### src/rtl/alarm_timekeeper.sv
// 24-hour BCD time-of-day keeper with a settable hh:mm alarm and a ring/snooze/stop
// state machine, advanced by the externally divided seconds square wave.
module alarm_timekeeper #(
    parameter int SNOOZE_SEC       = 300,
    parameter int RING_TIMEOUT_SEC = 60
) (
    input  logic       clk,
    input  logic       rst,
    input  logic       sec_in,
    input  logic       set_time,
    input  logic       set_alarm,
    input  logic [7:0] set_hh,
    input  logic [7:0] set_mm,
    input  logic       alarm_enable,
    input  logic       stop,
    input  logic       snooze,
    output logic [7:0] hh,
    output logic [7:0] mm,
    output logic [7:0] ss,
    output logic       sec_pulse,
    output logic       alarm_out,
    output logic [1:0] alarm_state,
    output logic       set_err
);

    typedef enum logic [1:0] {
        S_IDLE    = 2'b00,
        S_RINGING = 2'b01,
        S_SNOOZE  = 2'b10
    } state_t;

    localparam int RW = $clog2(RING_TIMEOUT_SEC + 1);
    localparam int SW = $clog2(SNOOZE_SEC + 1);
    localparam logic [RW-1:0] RING_MAX = RW'(RING_TIMEOUT_SEC);
    localparam logic [SW-1:0] SNZ_MAX  = SW'(SNOOZE_SEC);

    logic          r_s1;
    logic          r_s2;
    logic          r_s3;
    logic [7:0]    r_hh;
    logic [7:0]    r_mm;
    logic [7:0]    r_ss;
    logic [7:0]    r_alm_hh;
    logic [7:0]    r_alm_mm;
    logic          r_sec_pulse;
    logic          r_set_err;
    logic          r_alarm_out;
    state_t        r_state;
    logic [RW-1:0] r_ring_cnt;
    logic [SW-1:0] r_snz_cnt;

    logic          w_tick;
    logic          w_hh_ok;
    logic          w_mm_ok;
    logic          w_set_ok;
    logic          w_load_time;
    logic          w_load_alarm;
    logic          w_set_bad;
    logic          w_ss_wrap;
    logic          w_mm_wrap;
    logic [7:0]    w_ss_inc;
    logic [7:0]    w_mm_inc;
    logic [7:0]    w_hh_inc;
    logic          w_match;
    state_t        w_state_nxt;
    logic [RW-1:0] w_ring_nxt;
    logic [SW-1:0] w_snz_nxt;
    logic [RW-1:0] w_ring_inc;
    logic [SW-1:0] w_snz_inc;

    function automatic logic [7:0] bcdInc(input logic [7:0] v);
        if (v[3:0] == 4'd9) begin
            return {v[7:4] + 4'd1, 4'd0};
        end
        return {v[7:4], v[3:0] + 4'd1};
    endfunction

    // Only the rising edge of the synchronised square wave counts as a second.
    assign w_tick = r_s2 & ~r_s3;

    assign w_hh_ok = (set_hh[7:4] <= 4'd2) && (set_hh[3:0] <= 4'd9) &&
                     !((set_hh[7:4] == 4'd2) && (set_hh[3:0] > 4'd3));
    assign w_mm_ok = (set_mm[7:4] <= 4'd5) && (set_mm[3:0] <= 4'd9);
    assign w_set_ok     = w_hh_ok & w_mm_ok;
    assign w_load_time  = set_time & w_set_ok;
    assign w_load_alarm = set_alarm & w_set_ok;
    assign w_set_bad    = (set_time | set_alarm) & ~w_set_ok;

    assign w_ss_wrap = (r_ss == 8'h59);
    assign w_mm_wrap = (r_mm == 8'h59);

    always_comb begin
        w_ss_inc = w_ss_wrap ? 8'h00 : bcdInc(r_ss);
        w_mm_inc = r_mm;
        w_hh_inc = r_hh;
        if (w_ss_wrap) begin
            w_mm_inc = w_mm_wrap ? 8'h00 : bcdInc(r_mm);
            if (w_mm_wrap) begin
                w_hh_inc = (r_hh == 8'h23) ? 8'h00 : bcdInc(r_hh);
            end
        end
    end

    // A coincident set_time replaces the incremented time, so it can never cause a match.
    assign w_match = w_tick & ~w_load_time & alarm_enable & (r_state == S_IDLE) &
                     (w_hh_inc == r_alm_hh) & (w_mm_inc == r_alm_mm) & (w_ss_inc == 8'h00);

    assign w_ring_inc = (r_ring_cnt == RING_MAX) ? r_ring_cnt : r_ring_cnt + RW'(1);
    assign w_snz_inc  = (r_snz_cnt == SNZ_MAX)   ? r_snz_cnt  : r_snz_cnt + SW'(1);

    always_comb begin
        w_state_nxt = r_state;
        w_ring_nxt  = r_ring_cnt;
        w_snz_nxt   = r_snz_cnt;
        case (r_state)
            S_IDLE: begin
                if (w_match) begin
                    w_state_nxt = S_RINGING;
                    w_ring_nxt  = '0;
                end
            end
            S_RINGING: begin
                if (!alarm_enable || stop) begin
                    w_state_nxt = S_IDLE;
                end else if (snooze) begin
                    w_state_nxt = S_SNOOZE;
                    w_snz_nxt   = '0;
                end else if (w_tick) begin
                    w_ring_nxt = w_ring_inc;
                    if (w_ring_inc == RING_MAX) begin
                        w_state_nxt = S_IDLE;
                    end
                end
            end
            S_SNOOZE: begin
                if (!alarm_enable || stop) begin
                    w_state_nxt = S_IDLE;
                end else if (w_tick) begin
                    w_snz_nxt = w_snz_inc;
                    if (w_snz_inc == SNZ_MAX) begin
                        w_state_nxt = S_RINGING;
                        w_ring_nxt  = '0;
                    end
                end
            end
            default: begin
                w_state_nxt = S_IDLE;
            end
        endcase
    end

    always_ff @(posedge clk or posedge rst) begin
        if (rst) begin
            r_state     <= S_IDLE;
            r_ring_cnt  <= '0;
            r_snz_cnt   <= '0;
            r_alarm_out <= 1'b0;
        end else begin
            r_state     <= w_state_nxt;
            r_ring_cnt  <= w_ring_nxt;
            r_snz_cnt   <= w_snz_nxt;
            r_alarm_out <= (w_state_nxt == S_RINGING);
        end
    end

    always_ff @(posedge clk or posedge rst) begin
        if (rst) begin
            r_s1        <= 1'b0;
            r_s2        <= 1'b0;
            r_s3        <= 1'b0;
            r_hh        <= 8'h00;
            r_mm        <= 8'h00;
            r_ss        <= 8'h00;
            r_alm_hh    <= 8'h00;
            r_alm_mm    <= 8'h00;
            r_sec_pulse <= 1'b0;
            r_set_err   <= 1'b0;
        end else begin
            r_s1        <= sec_in;
            r_s2        <= r_s1;
            r_s3        <= r_s2;
            r_sec_pulse <= w_tick;
            r_set_err   <= w_set_bad;
            if (w_load_time) begin
                r_hh <= set_hh;
                r_mm <= set_mm;
                r_ss <= 8'h00;
            end else if (w_tick) begin
                r_hh <= w_hh_inc;
                r_mm <= w_mm_inc;
                r_ss <= w_ss_inc;
            end
            if (w_load_alarm) begin
                r_alm_hh <= set_hh;
                r_alm_mm <= set_mm;
            end
        end
    end

    assign hh          = r_hh;
    assign mm          = r_mm;
    assign ss          = r_ss;
    assign sec_pulse   = r_sec_pulse;
    assign set_err     = r_set_err;
    assign alarm_out   = r_alarm_out;
    assign alarm_state = r_state;

endmodule
### config.mk
export PLATFORM = sky130hd
export DESIGN_NAME = alarm_timekeeper
export DESIGN_NICKNAME = d
export VERILOG_FILES = /design/src/rtl/alarm_timekeeper.sv
export SDC_FILE = /design/constraint.sdc
export NUM_CORES = 1
export LEC_CHECK = 0
export ABC_AREA = 0
export CAP_MARGIN = 5
export CORE_MARGIN = 5
export CORE_UTILIZATION = 50
export DETAILED_ROUTE_END_ITERATION = 12
export PLACE_DENSITY = 0.82
export SLEW_MARGIN = 20
export SYNTH_ARGS = -nofsm -noshare
export SYNTH_HDL_FRONTEND = slang
export SYNTH_SLANG_ARGS = --single-unit
export TNS_END_PERCENT = 10
### constraint.sdc
create_clock -name clk -period 2.5 [get_ports clk]
set_clock_uncertainty 0.1 [all_clocks]
set_input_delay 0.5 -clock clk [delete_from_list [all_inputs] [get_ports clk]]
set_output_delay 0.5 -clock clk [all_outputs]
set_load 0.02 [all_outputs]
== Yosys cells after proc, flatten, opt, wreduce, memory -nomap -nowiden ==
Cells that the tools add are included.
Widths: inputs -> output; s select.
Word-level totals
  register bits after elaboration: 63
  output and inout bits: 29
  bits of input ports: 24
Cells by class
  magnitude comparators: 5
  reductions and logical operators: 14
  multiplexer cells: 48
  $add $sub $neg: 8
  eq/ne operators: 24
  bitwise operators: 15
Operators by type and width (number)
  $mux 8: 18
  $mux 6: 8
  $mux 9: 5
  $add 4x1->4 const B: 6
  $eq 9x9->1 const B: 2
  $pmux 6 s3: 1
  $pmux 9 s2: 1
  $eq 8x7->1 const B: 2
  $eq 8x8->1: 2
  $mux 2: 8
  $ne 2x2->1 const B: 8
  $eq 4x4->1 const B: 3
  $eq 6x6->1 const B: 2
  $and 1x1->1: 11
  $add 9x1->9 const B: 1
  $eq 8x6->1 const B: 1
  $le 4x4->1 const B: 2
  $logic_not 8->1: 1
  $reduce_and 8->1: 1
  $add 6x1->6 const B: 1
  $mux 1: 6
  $pmux 2 s3: 1
  $reduce_and 5->1: 1
  $eq 2x1->1 const B: 2
  other kinds (13): 20

== Longest topological paths before layout ==
  word-level depth: 16
  mapped depth: 11

== Worst setup path before layout ==
Ideal clock, no wire load.
  path type: register -> register
  start point: reg r_mm[4] (netlist: mm[4])
  end point: reg r_ring_cnt[0]
  data required time: 2.276 ns
  clock period less this slack: 2.876 ns
  path buffers: 0
  setup slack: -0.376 ns
  setup time: 0.124 ns
  cell stages (with the launch flop): 10
  arrival time: 2.652 ns
  path through: dfrtp_1 -> ha_1 -> nand3b_1 -> nor4_4 -> mux2i_1 -> xnor2_1 -> nor4_1 -> nand4_1 -> and2_4 -> a211o_1
Between the ends
  longest elaborated chain between the ends: 10
RTL lines
  start, declared: RTL line 41  | logic [7:0] r_mm;
  start signal, assigned: RTL line 186  | r_mm <= set_mm;
  start signal, assigned: RTL line 190  | r_mm <= w_mm_inc;
  $add 4x1->4: RTL line 73  | return {v[7:4] + 4'd1, 4'd0};
  $mux 8: RTL line 72  | if (v[3:0] == 4'd9) begin
  $mux 8: RTL line 75  | return {v[7:4], v[3:0] + 4'd1};
  $mux 8: RTL line 97  | w_mm_inc = w_mm_wrap ? 8'h00 : bcdInc(r_mm);
  $mux 8: RTL line 96  | if (w_ss_wrap) begin
  $eq 8x8->1: RTL line 106  | (w_hh_inc == r_alm_hh) & (w_mm_inc == r_alm_mm) & (w_ss_inc == 8'h00);
  $and 1x1->1 (*) (2 in a row): RTL line 106
  $ne 2x2->1 (no line) (*)
  $reduce_and 8->1 (no line) (*)
  end signal, assigned: RTL line 160  | r_ring_cnt <= w_ring_nxt;
  end, declared: RTL line 49  | logic [RW-1:0] r_ring_cnt;
Every way passes the cells marked *; elsewhere a longest branch is shown, timed or not. The select of a mux whose other input is x is not followed.
A chain may end at the register's enable or synchronous reset.

== Final worst setup path ==
  start point: reg r_mm[5] (netlist: mm[5])
  end point: reg r_ring_cnt[1]
Same word-level chain as after synthesis.

==> out/metrics.csv <==
metric,value,unit
status,"finished, violations left",
failing checks,setup timing,
RSZ-0062 raised after global routing,true,
mapped cell area,4440,sq um
Hold Path Cell Cnt,0,
Critical Path Start Type,register,
crit end category,register,
CP arrival,2.96,ns
# port buffers,52,
Nets,707,
FMAX,352,MHz
GRT overflow,0,
Yosys top cell area share,35.5,%
first-pass GRT wire length,22200,microns
"IR drop worst, VDD",0.545,mV
total CTS buffers,9,
post-synthesis cell type count,65,
Rel. slew slack,48.8,%
final worst slack,-0.338,ns
clock latency on the worst-skew pair,0.34,ns
Routed WL,13700,microns
maxcap violations,0,
pre-CTS WS,-0.302,ns
Die Wd,104,microns
number of fill cells in the layout,657,
remaining antenna violation count after routing,0,
vias per cell,6.13,
Cell Rows,34,
final setup violation count,8,
Die H,104,microns
clk slew on worst S/H paths,0.08,ns
Cell Pwr Density,789,nW/um^2
Synth async-reset ratio,100,%
reg2reg setup slack,-0.34,ns
Hold Slack,0.250,ns
switching power,0.00192,W
period utilization,114,%
Core Region,8680,sq um
worst path required time,2.63,ns
vias,4778,
Seq cells post-synth,63,
antenna violations before repair,0,
Reg power frac,29.1,%
dpl hpwl,9740,microns
Synth area leader,dfrtp_1,
Logic pwr share,52.4,%
ANT cells,0,
residual DRC count,0,
proportion of layout cells with a drive suffix above 1,28.4,%
initial detailed-routing violation count,364,
Synth warnings,0,
CTS max path bufs,2,
Mapped Cells,512,
vias in the first global route,4725,
syn_area_per_cell,8.68,sq um
Slew @ Worst Pin,0.767,ns
"most common cell after layout, fill and taps aside",buf_4,
die area,10900,sq um
Area contributors post-synth,"dfrtp_1, a21oi_1, o21ai_0",
global placement routability congestion,0.917,
Clock Power Share,18.6,%
area delta synth->final,40.9,%
reg2reg start,mm[5],
Mapped Nets,552,
clock sink count,63,
internal power,0.00302,W
register area share after synthesis,35.5,%
TritonCTS clock tree,done,
Hold Crit Class,register to register,
static leakage,2.66,nW
Switching Fraction,38.9,%
htree depth,3,
DRT Pass-1 Iters,6,
largest net degree at the start of global routing,64,
starting density of the core,51.2,%
GR Util All Layers,24.4,%
Post-CTS Hold Buffers,0,
Post-Route Setup TNS,-2.36,ns
highest-count cells in the layout ignoring fill and taps,"buf_4, dfrtp_1, clkdlybuf4s50_1",
R2R depth,11,
R2R Path End,r_ring_cnt[1],
"Top FF cell, synth",dfrtp_1,
Post-synth EDFFs,0,
WL/cell,17.6,microns
IO Count,53,
"Hold Vio Cnt, Final",0,
hold wc startpoint,r_s1,
CP Max Fanout,7,
clock root cell,clkbuf_8,
hold endpoint,r_s2,
Final min period,2.84,ns
fin. max-slew vios,0,
critical setup path kind,register to register,
stage by stage:
| step | total power, W | instances | instance area (sq um) | utilization, % |
|---|---|---|---|---|
| global route | 0.00523 | 780 | 6260 | 72.1 |
| floorplan | 0.00273 | 512 | 4510 | - |
| CTS | 0.00480 | 777 | 6150 | 70.9 |
| global placement | 0.00373 | 759 | 5880 | 67.8 |
| detailed placement | 0.00383 | 759 | 5880 | 67.8 |
| finish | 0.00494 | 780 | 6260 | 72.1 |
flip-flops by register name, indices dropped and copies added, names as in the netlist:
| register | cells |
|---|---|
| alarm_out | 1 |
| r_s2 | 1 |
| sec_pulse | 1 |
| r_ring_cnt | 6 |
| ss | 8 |
| r_alm_hh | 8 |
| alarm_state | 2 |
| r_snz_cnt | 9 |
| r_alm_mm | 8 |
| r_s1 | 1 |
| r_s3 | 1 |
| set_err | 1 |
| hh | 8 |
| mm | 8 |
power by group through the flow:
stage / Sequential (W) / Clock, W / Combinational [W]
after CTS: 0.00142 / 0.000934 / 0.00245
after global placement: 0.00142 / 0 / 0.00231
after global routing: 0.00146 / 0.000978 / 0.00279
after floorplan: 0.00165 / 0 / 0.00108
final: 0.00143 / 0.000917 / 0.00258
after detailed placement: 0.00144 / 0 / 0.00239
worst max-delay path by stage:
stage	startpoint	endpoint	slack, ns	cells past startpoint
floorplan	mm[5]	r_ring_cnt[3]	-0.20	10
global placement	set_hh[3]	r_ring_cnt[0]	-0.23	9
detailed placement	set_mm[6]	r_ring_cnt[3]	-0.30	9
CTS	mm[5]	r_ring_cnt[0]	-0.29	11
global route	ss[1]	r_ring_cnt[0]	-0.48	11
finish	mm[5]	r_ring_cnt[1]	-0.34	11
Yosys cell counts (9+ instances only):
| master | n |
|---|---|
| nor3_1 | 27 |
| buf_2 | 10 |
| nand3_1 | 21 |
| a21oi_1 | 45 |
| mux2_2 | 14 |
| nand2_1 | 41 |
| dfrtp_1 | 63 |
| inv_1 | 23 |
| nor2_1 | 40 |
| xnor2_1 | 9 |
| o21ai_0 | 41 |
| ha_1 | 16 |
worst max-delay path, stage by stage (launching register included):
cell      delay [ns]
dfrtp_2         0.41
inv_2           0.06
ha_4            0.16
nand3b_1        0.23
nor4_4          0.29
buf_4           0.18
buf_6           0.12
and3_1          0.16
o21ai_1         0.09
a2111o_1        0.45
and4bb_2        0.40
o22ai_1         0.10
area by class of cell:
cell class	instances	area, sq um	share of cell area (%)
Multi-Input combinational cell	407	2860	45.7
Sequential cell	63	1590	25.4
Timing Repair Buffer	163	1390	22.2
Clock buffer	13	159	2.54
Tap cell	108	135	2.16
Inverter	23	86.3	1.38
Clock inverter	3	42.5	0.680
repair_timing:
| action | 4_1_cts | 5_1_grt |
|---|---|---|
| resized for setup | 15 | 20 |
| pin swaps | 11 | 12 |
| endpoints found under the hold margin | 0 | 0 |
| buffers inserted | 2 | 3 |
| endpoints found under the setup margin | 10 | 10 |
metal layers:
layer  vias to the layer above  track usage [%]  routed length (microns)
met4                         0             9.99                      360
met1                      2305             30.5                     5570
met2                       218             41.6                     6830
met5                         -                0                        0
li1                       2220                -                        -
met3                        35             4.28                      968
cell families after synthesis:
group	after synthesis	share of synthesized area (%)
multiplexers	21	5.13
adder cells (fa/ha/maj)	16	4.51
flip-flops	63	35.5
buffers and inverters	42	4.00
AO/OA/AOI/OAI	148	21.3
XOR/XNOR	13	2.56
AND/OR/NAND/NOR	209	27.0
(Power assumes the default switching activity.)
